<file path="config.mk">
export PLATFORM = sky130hd
export DESIGN_NAME = wb_arbiter2
export DESIGN_NICKNAME = d
export VERILOG_FILES = /design/src/rtl/wb_arbiter2.sv
export SDC_FILE = /design/constraint.sdc
export NUM_CORES = 1
export LEC_CHECK = 0
export ABC_CLOCK_PERIOD_IN_PS = 1440
export CELL_PAD_IN_SITES_DETAIL_PLACEMENT = 2
export CELL_PAD_IN_SITES_GLOBAL_PLACEMENT = 2
export CORE_ASPECT_RATIO = 0.5
export CORE_MARGIN = 5
export CORE_UTILIZATION = 10
export DETAILED_ROUTE_END_ITERATION = 10
export PLACE_DENSITY_LB_ADDON = 0.3
export SYNTH_ARGS = -nofsm -noshare
export SYNTH_HDL_FRONTEND = slang
export SYNTH_SLANG_ARGS = --single-unit
</file>
<file path="constraint.sdc">
create_clock -name clk -period 1.44 [get_ports clk]
set_clock_uncertainty 0.1 [all_clocks]
set_input_delay 0.216 -clock clk [delete_from_list [all_inputs] [get_ports clk]]
set_output_delay 0.216 -clock clk [all_outputs]
set_load 0.01 [all_outputs]
</file>
<file path="src/rtl/wb_arbiter2.sv">
// rtl/wb_arbiter2.sv - two-master round-robin pipelined Wishbone arbiter
// Optional ack-wait timeout enabled by defining WB_ARB_TIMEOUT_EN.
module wb_arbiter2 #(
    parameter int AW      = 32,
    parameter int DW      = 32,
    parameter int MAX_OUT = 1,
    parameter int TIMEOUT = 16
) (
    input  logic          clk,
    input  logic          rst,
    input  logic          m0_cyc,
    input  logic          m0_stb,
    input  logic          m0_we,
    input  logic [AW-1:0] m0_addr,
    input  logic [DW-1:0] m0_data_w,
    output logic [DW-1:0] m0_data_r,
    output logic          m0_ack,
    output logic          m0_stall,
    output logic          m0_err,
    input  logic          m1_cyc,
    input  logic          m1_stb,
    input  logic          m1_we,
    input  logic [AW-1:0] m1_addr,
    input  logic [DW-1:0] m1_data_w,
    output logic [DW-1:0] m1_data_r,
    output logic          m1_ack,
    output logic          m1_stall,
    output logic          m1_err,
    output logic          s_cyc,
    output logic          s_stb,
    output logic          s_we,
    output logic [AW-1:0] s_addr,
    output logic [DW-1:0] s_data_w,
    input  logic [DW-1:0] s_data_r,
    input  logic          s_ack,
    input  logic          s_stall,
    output logic [1:0]    grant
);

    localparam logic [1:0] S_IDLE = 2'd0;
    localparam logic [1:0] S_G0   = 2'd1;
    localparam logic [1:0] S_G1   = 2'd2;

    localparam int CW = (MAX_OUT < 2) ? 1 : $clog2(MAX_OUT + 1);
    localparam logic [CW-1:0] CNT_MAX = CW'(MAX_OUT);

    logic [1:0]    state_q, state_d;
    logic          last_q, last_d;
    logic [CW-1:0] cnt_q, cnt_d;

    logic          sel0, sel1, granted;
    logic          g_cyc, g_stb, g_we;
    logic [AW-1:0] g_addr;
    logic [DW-1:0] g_data_w;
    logic          local_stall, timeout_hit, accept, retire;

    assign sel0    = (state_q == S_G0);
    assign sel1    = (state_q == S_G1);
    assign granted = sel0 | sel1;
    assign grant   = {sel1, sel0};

    assign g_cyc    = sel1 ? m1_cyc    : m0_cyc;
    assign g_stb    = sel1 ? m1_stb    : m0_stb;
    assign g_we     = sel1 ? m1_we     : m0_we;
    assign g_addr   = sel1 ? m1_addr   : m0_addr;
    assign g_data_w = sel1 ? m1_data_w : m0_data_w;

    // A full pipeline frees a slot in the same cycle the slave acks.
    assign local_stall = granted && (cnt_q == CNT_MAX) && !s_ack;

`ifdef WB_ARB_TIMEOUT_EN
    localparam int TW = (TIMEOUT < 2) ? 1 : $clog2(TIMEOUT + 1);
    logic [TW-1:0] timer_q, timer_d;
    logic          waiting;

    assign waiting     = granted && g_cyc && (cnt_q != '0) && !s_ack;
    assign timeout_hit = waiting && (timer_q == TW'(TIMEOUT - 1));

    always_comb begin
        timer_d = '0;
        if (waiting && !timeout_hit)
            timer_d = timer_q + 1'b1;
    end

    always_ff @(posedge clk) begin
        if (rst)
            timer_q <= '0;
        else
            timer_q <= timer_d;
    end
`else
    assign timeout_hit = 1'b0;
`endif

    always_comb begin
        s_cyc     = granted & g_cyc & ~timeout_hit;
        s_stb     = granted & g_cyc & g_stb & ~local_stall & ~timeout_hit;
        s_we      = granted & g_we;
        s_addr    = granted ? g_addr   : '0;
        s_data_w  = granted ? g_data_w : '0;
        m0_ack    = sel0 & s_ack & ~timeout_hit;
        m1_ack    = sel1 & s_ack & ~timeout_hit;
        m0_data_r = sel0 ? s_data_r : '0;
        m1_data_r = sel1 ? s_data_r : '0;
        m0_stall  = sel0 ? (s_stall | local_stall) : m0_cyc;
        m1_stall  = sel1 ? (s_stall | local_stall) : m1_cyc;
        m0_err    = sel0 & timeout_hit;
        m1_err    = sel1 & timeout_hit;
    end

    assign accept = s_stb && !s_stall;
    assign retire = granted && s_ack && (cnt_q != '0);

    always_comb begin
        state_d = state_q;
        last_d  = last_q;
        cnt_d   = cnt_q;
        case (state_q)
            S_IDLE: begin
                cnt_d = '0;
                if (m0_cyc && m1_cyc) begin
                    state_d = last_q ? S_G0 : S_G1;
                    last_d  = ~last_q;
                end else if (m0_cyc) begin
                    state_d = S_G0;
                    last_d  = 1'b0;
                end else if (m1_cyc) begin
                    state_d = S_G1;
                    last_d  = 1'b1;
                end
            end
            S_G0, S_G1: begin
                if (!g_cyc || timeout_hit) begin
                    state_d = S_IDLE;
                    cnt_d   = '0;
                    if (timeout_hit)
                        last_d = sel1;
                end else if (accept && !retire) begin
                    cnt_d = cnt_q + 1'b1;
                end else if (retire && !accept) begin
                    cnt_d = cnt_q - 1'b1;
                end
            end
            default: begin
                state_d = S_IDLE;
                cnt_d   = '0;
            end
        endcase
    end

    always_ff @(posedge clk) begin
        if (rst) begin
            state_q <= S_IDLE;
            last_q  <= 1'b1;
            cnt_q   <= '0;
        end else begin
            state_q <= state_d;
            last_q  <= last_d;
            cnt_q   <= cnt_d;
        end
    end

endmodule

</file>
==> results.env <==
STATUS='complete, but fails checks'
VIOLATED_CHECKS='negative setup slack'
SYNTH.TOP_CELLS.BY_AREA='sky130_fd_sc_hd__mux2i_1, sky130_fd_sc_hd__nor2b_1, sky130_fd_sc_hd__and2_1, sky130_fd_sc_hd__dfxtp_1, sky130_fd_sc_hd__buf_4'
SLOWEST_STAGE_CELL_CRIT_PATH='sky130_fd_sc_hd__dfxtp_4'
GRT_PASS1_VIAS=3861
CLK_TRANSITION_REPORTED_PATHS_NS=0.04
DPL.HPWL_UM=12180
CTS_BUFS_INSERTED=3
TOTAL_TRACK_USAGE_PCT=14.30
LAYOUT.FILLER_CELLS=2114
START_UTIL_PCT=10.14
DRT_WL_TOTAL_UM=17800
POST_ROUTE_CELLS_DRIVE_ABOVE_1_SHARE_PCT=53.80
FINALMAXSLEWVIOLATIONS=0
RSZ0062_AT_GRT='yes'
YOSYSWARNINGS=0
AVGVIACOUNTPERCELL=3.769
SYNTH.TOP_CELLS.BY_COUNT='sky130_fd_sc_hd__mux2i_1, sky130_fd_sc_hd__nor2b_1, sky130_fd_sc_hd__and2_1'
PIN_COUNT=309
DRT_FIRST_PASS_ITERS=4
FINAL.SETUP.TNS_NS=-53.98
NUM_ROWS=36
TOTAL_VIA_COUNT_IN_THE_ROUTED_DESIGN=3388
COUNT_OF_BUFFERS_INSERTED_AT_THE_TOP_LEVEL_PORTS=306
SYNTH_FLOP_CELL='sky130_fd_sc_hd__dfxtp_1'
WORST-PATH-MAX-FANOUT=5
INSERTION_DELAY_NS=0.23
FINAL-SETUP-VIOL-COUNT=140
CLOCK_SINK_COUNT=4
POWER.IR.VDD_WORST_V=0.0002841
DRT-WIRELENGTH-PER-CELL_UM=19.80
CRITICAL_PATH.TOP_DELAY_FAMILY='buffers and inverters'
HOLD_CLASS='reg2reg'
CTS_TREE='done'
CORE_UM2=19370
NETLIST-CELL-TYPE-COUNT=29
ASYNCSETRESETFLOPFRACSYNTH_PCT=0
FP.DIEAREA_UM2=22720
GRT_ANTENNA_BEFORE_REPAIR=1
CTS.PATH.MAX_BUFFERS=2
SYNTH.YOSYS.SEQ_AREA_SHARE_PCT=4.076
NETLIST.AREA_LEADER.SHARE_PCT=33.63
FIN_CRIT_SH_PCT=136.6
POSTSYNTHCELLCOUNT=260
FINAL.SETUP.WORST_SLACK_NS=-0.5266
AREA_GROWTH_PCT=241.5
DIE_X_UM=208.2
TIMING_HOLD_VIOLATIONS_FINAL=0
CELLLEAKAGEPOWER_uW=0.002877
MAXCLOCKFREQUENCY_MHz=508.5
DRTANTENNAVIOLNETS=0
CRIT_PATH_DAT_NS=1.65
GRT_FIRST_PASS_WIRELENGTH_UM=24870
LAYOUT.CORE_UTILIZATION_PCT=34.63
TIMING.CRITICAL_PATH.TO_TYPE='output port'
SYNTH_AREA_PER_CELL_UM2=7.555
GLOBALROUTE.TOTALOVERFLOW=0
ROUTE.DETAILED.DRC=0
TIMING.CRITICAL_PATH.BUF_INV=6
WORST-ENDPOINT-REQUIRED_NS=1.12
CAP_VIOL_MAX_COUNT=0
DIE_Y_UM=109.1
CPPEAKSTAGEDELAY_NS=0.35
PWR_DENSITY_CELL_nW_PER_UM2=702.0
WORST_PATH_MOST_REPEATED_CELL='sky130_fd_sc_hd__buf_6'
CRITPATHLAUNCHTYPE='flop'
YOSYSTOPAREACELL='sky130_fd_sc_hd__mux2i_1'
GRT_START_MAX_NET_PINS=17
CRITICAL_PATH_CLASS='reg2out'
SYNTH_MOST_COMMON_CELL='sky130_fd_sc_hd__mux2i_1'
FINALWEIGHTEDCONGESTION=0.7234
CRIT_PATH_CELL_TRACE='buf_4 > ha_4 > buf_6 > buf_6 > buf_16 > buf_6 > and2_4 > buf_6'
CTS_HOLD_REPAIR.BUFFERS=0
FINAL_PERIOD_MINUS_WORST_SETUP_SLACK_NS=1.967
HTREE_LEVELS=1
SYNTH-EDFF-COUNT=0
INITIAL_DRC_COUNT=104
SYNTH.CELL_AREA_UM2=1964
POST-LAYOUT-TOTAL-POWER_uW=4708
YOSYS_REG_BITS=4
CTSROOTBUFFERMASTER='sky130_fd_sc_hd__clkbuf_16'
LAYOUT.NETS=808
layer usage:
layer  up-vias  part of all wire (%)  track usage (%)
li1       1607                     -                -
met1      1670                    37            15.86
met2       101                    58            29.29
met3         8                   3.9            2.673
met4         2                  0.66            1.874
met5         -                 0.039                0
cell type report:
class / instances / area, um2 / area share [%]
Inverter: 3 / 18.77 / 0.2798
Sequential cell: 4 / 87.58 / 1.306
Timing Repair Buffer: 393 / 4016 / 59.88
Multi-Input combinational cell: 229 / 2175 / 32.42
Tap cell: 266 / 332.8 / 4.962
Clock buffer: 3 / 75.07 / 1.119
Antenna cell: 1 / 2.502 / 0.03731
state kept, by name (all words and copies together), names as in the netlist:
| register | cells |
|---|---|
| state_q | 2 |
| cnt_q | 1 |
| last_q | 1 |
cells in the final DEF (no fill, tap or decap), types with 2 or more instances in the layout:
cell type                         instances
sky130_fd_sc_hd__a21oi_2                  2
sky130_fd_sc_hd__and2_1                   5
sky130_fd_sc_hd__and2_4                  60
sky130_fd_sc_hd__and2b_2                  2
sky130_fd_sc_hd__buf_12                  19
sky130_fd_sc_hd__buf_16                   8
sky130_fd_sc_hd__buf_2                   71
sky130_fd_sc_hd__buf_4                   21
sky130_fd_sc_hd__buf_6                  100
sky130_fd_sc_hd__buf_8                    4
sky130_fd_sc_hd__clkbuf_16                4
sky130_fd_sc_hd__clkdlybuf4s50_1        169
sky130_fd_sc_hd__conb_1                   2
sky130_fd_sc_hd__dfxtp_1                  2
sky130_fd_sc_hd__dfxtp_4                  2
sky130_fd_sc_hd__ha_4                     4
sky130_fd_sc_hd__mux2i_1                 50
sky130_fd_sc_hd__mux2i_2                  5
sky130_fd_sc_hd__mux2i_4                 11
sky130_fd_sc_hd__nand2_1                  3
sky130_fd_sc_hd__nor2_1                   3
sky130_fd_sc_hd__nor2b_1                 52
sky130_fd_sc_hd__nor2b_2                 10
sky130_fd_sc_hd__nor2b_4                  3
metrics by stage:
stage          std cells  worst slack (ns)  area [um2]  hold WS, ns
5_1_grt              898           -0.5924        6705       0.4474
4_1_cts              897           -0.5235        6500       0.4264
3_3_place_gp         833           -0.6303        5519       0.3996
2_1_floorplan        261           -0.1064        2053       0.1953
6_report             899           -0.5266        6708       0.4480
3_5_place_dp         833           -0.6558        5519       0.4106
where the power goes:
part / total, uW / switching (uW) / leakage, uW / internal [uW]
Clock: 458 / 101 / 0.0000370 / 357
Sequential: 144 / 17.4 / 0.0000342 / 127
Combinational: 4110 / 1610 / 0.00281 / 2500
timing repair:
item | in CTS | in global routing
endpoints found under the setup margin | 140 | 140
pin swaps | 41 | 13
cloned | 14 | 1
gates resized for setup | 740 | 68
setup buffers | 48 | 8
cells by family (layout without fill, tap and decap cells):
logic type | after synthesis | in the layout | share of synthesized area [%]
other | 1 | 3 | 0.1909
muxes | 67 | 67 | 34.39
DFF | 4 | 4 | 4.077
and+or+nand+nor | 147 | 147 | 46.31
buffers and inverters | 28 | 399 | 8.853
adders and majority gates | 4 | 4 | 2.548
AOI/OAI and AO/OA | 9 | 9 | 3.630
worst paths after layout:
path                           start  slack [ns]  cells after the start                 endpoint
min reg2reg      last_q$_SDFFE_PP1P_        0.45                      1      last_q$_SDFFE_PP1P_
max          state_q[1]$_SDFFE_PP0P_       -0.53                      8            m1_data_r[14]
max reg2reg  state_q[1]$_SDFFE_PP0P_       -0.45                      8  state_q[0]$_SDFFE_PP0P_
min              last_q$_SDFFE_PP1P_        0.45                      1      last_q$_SDFFE_PP1P_
(Power assumes the default switching activity.)
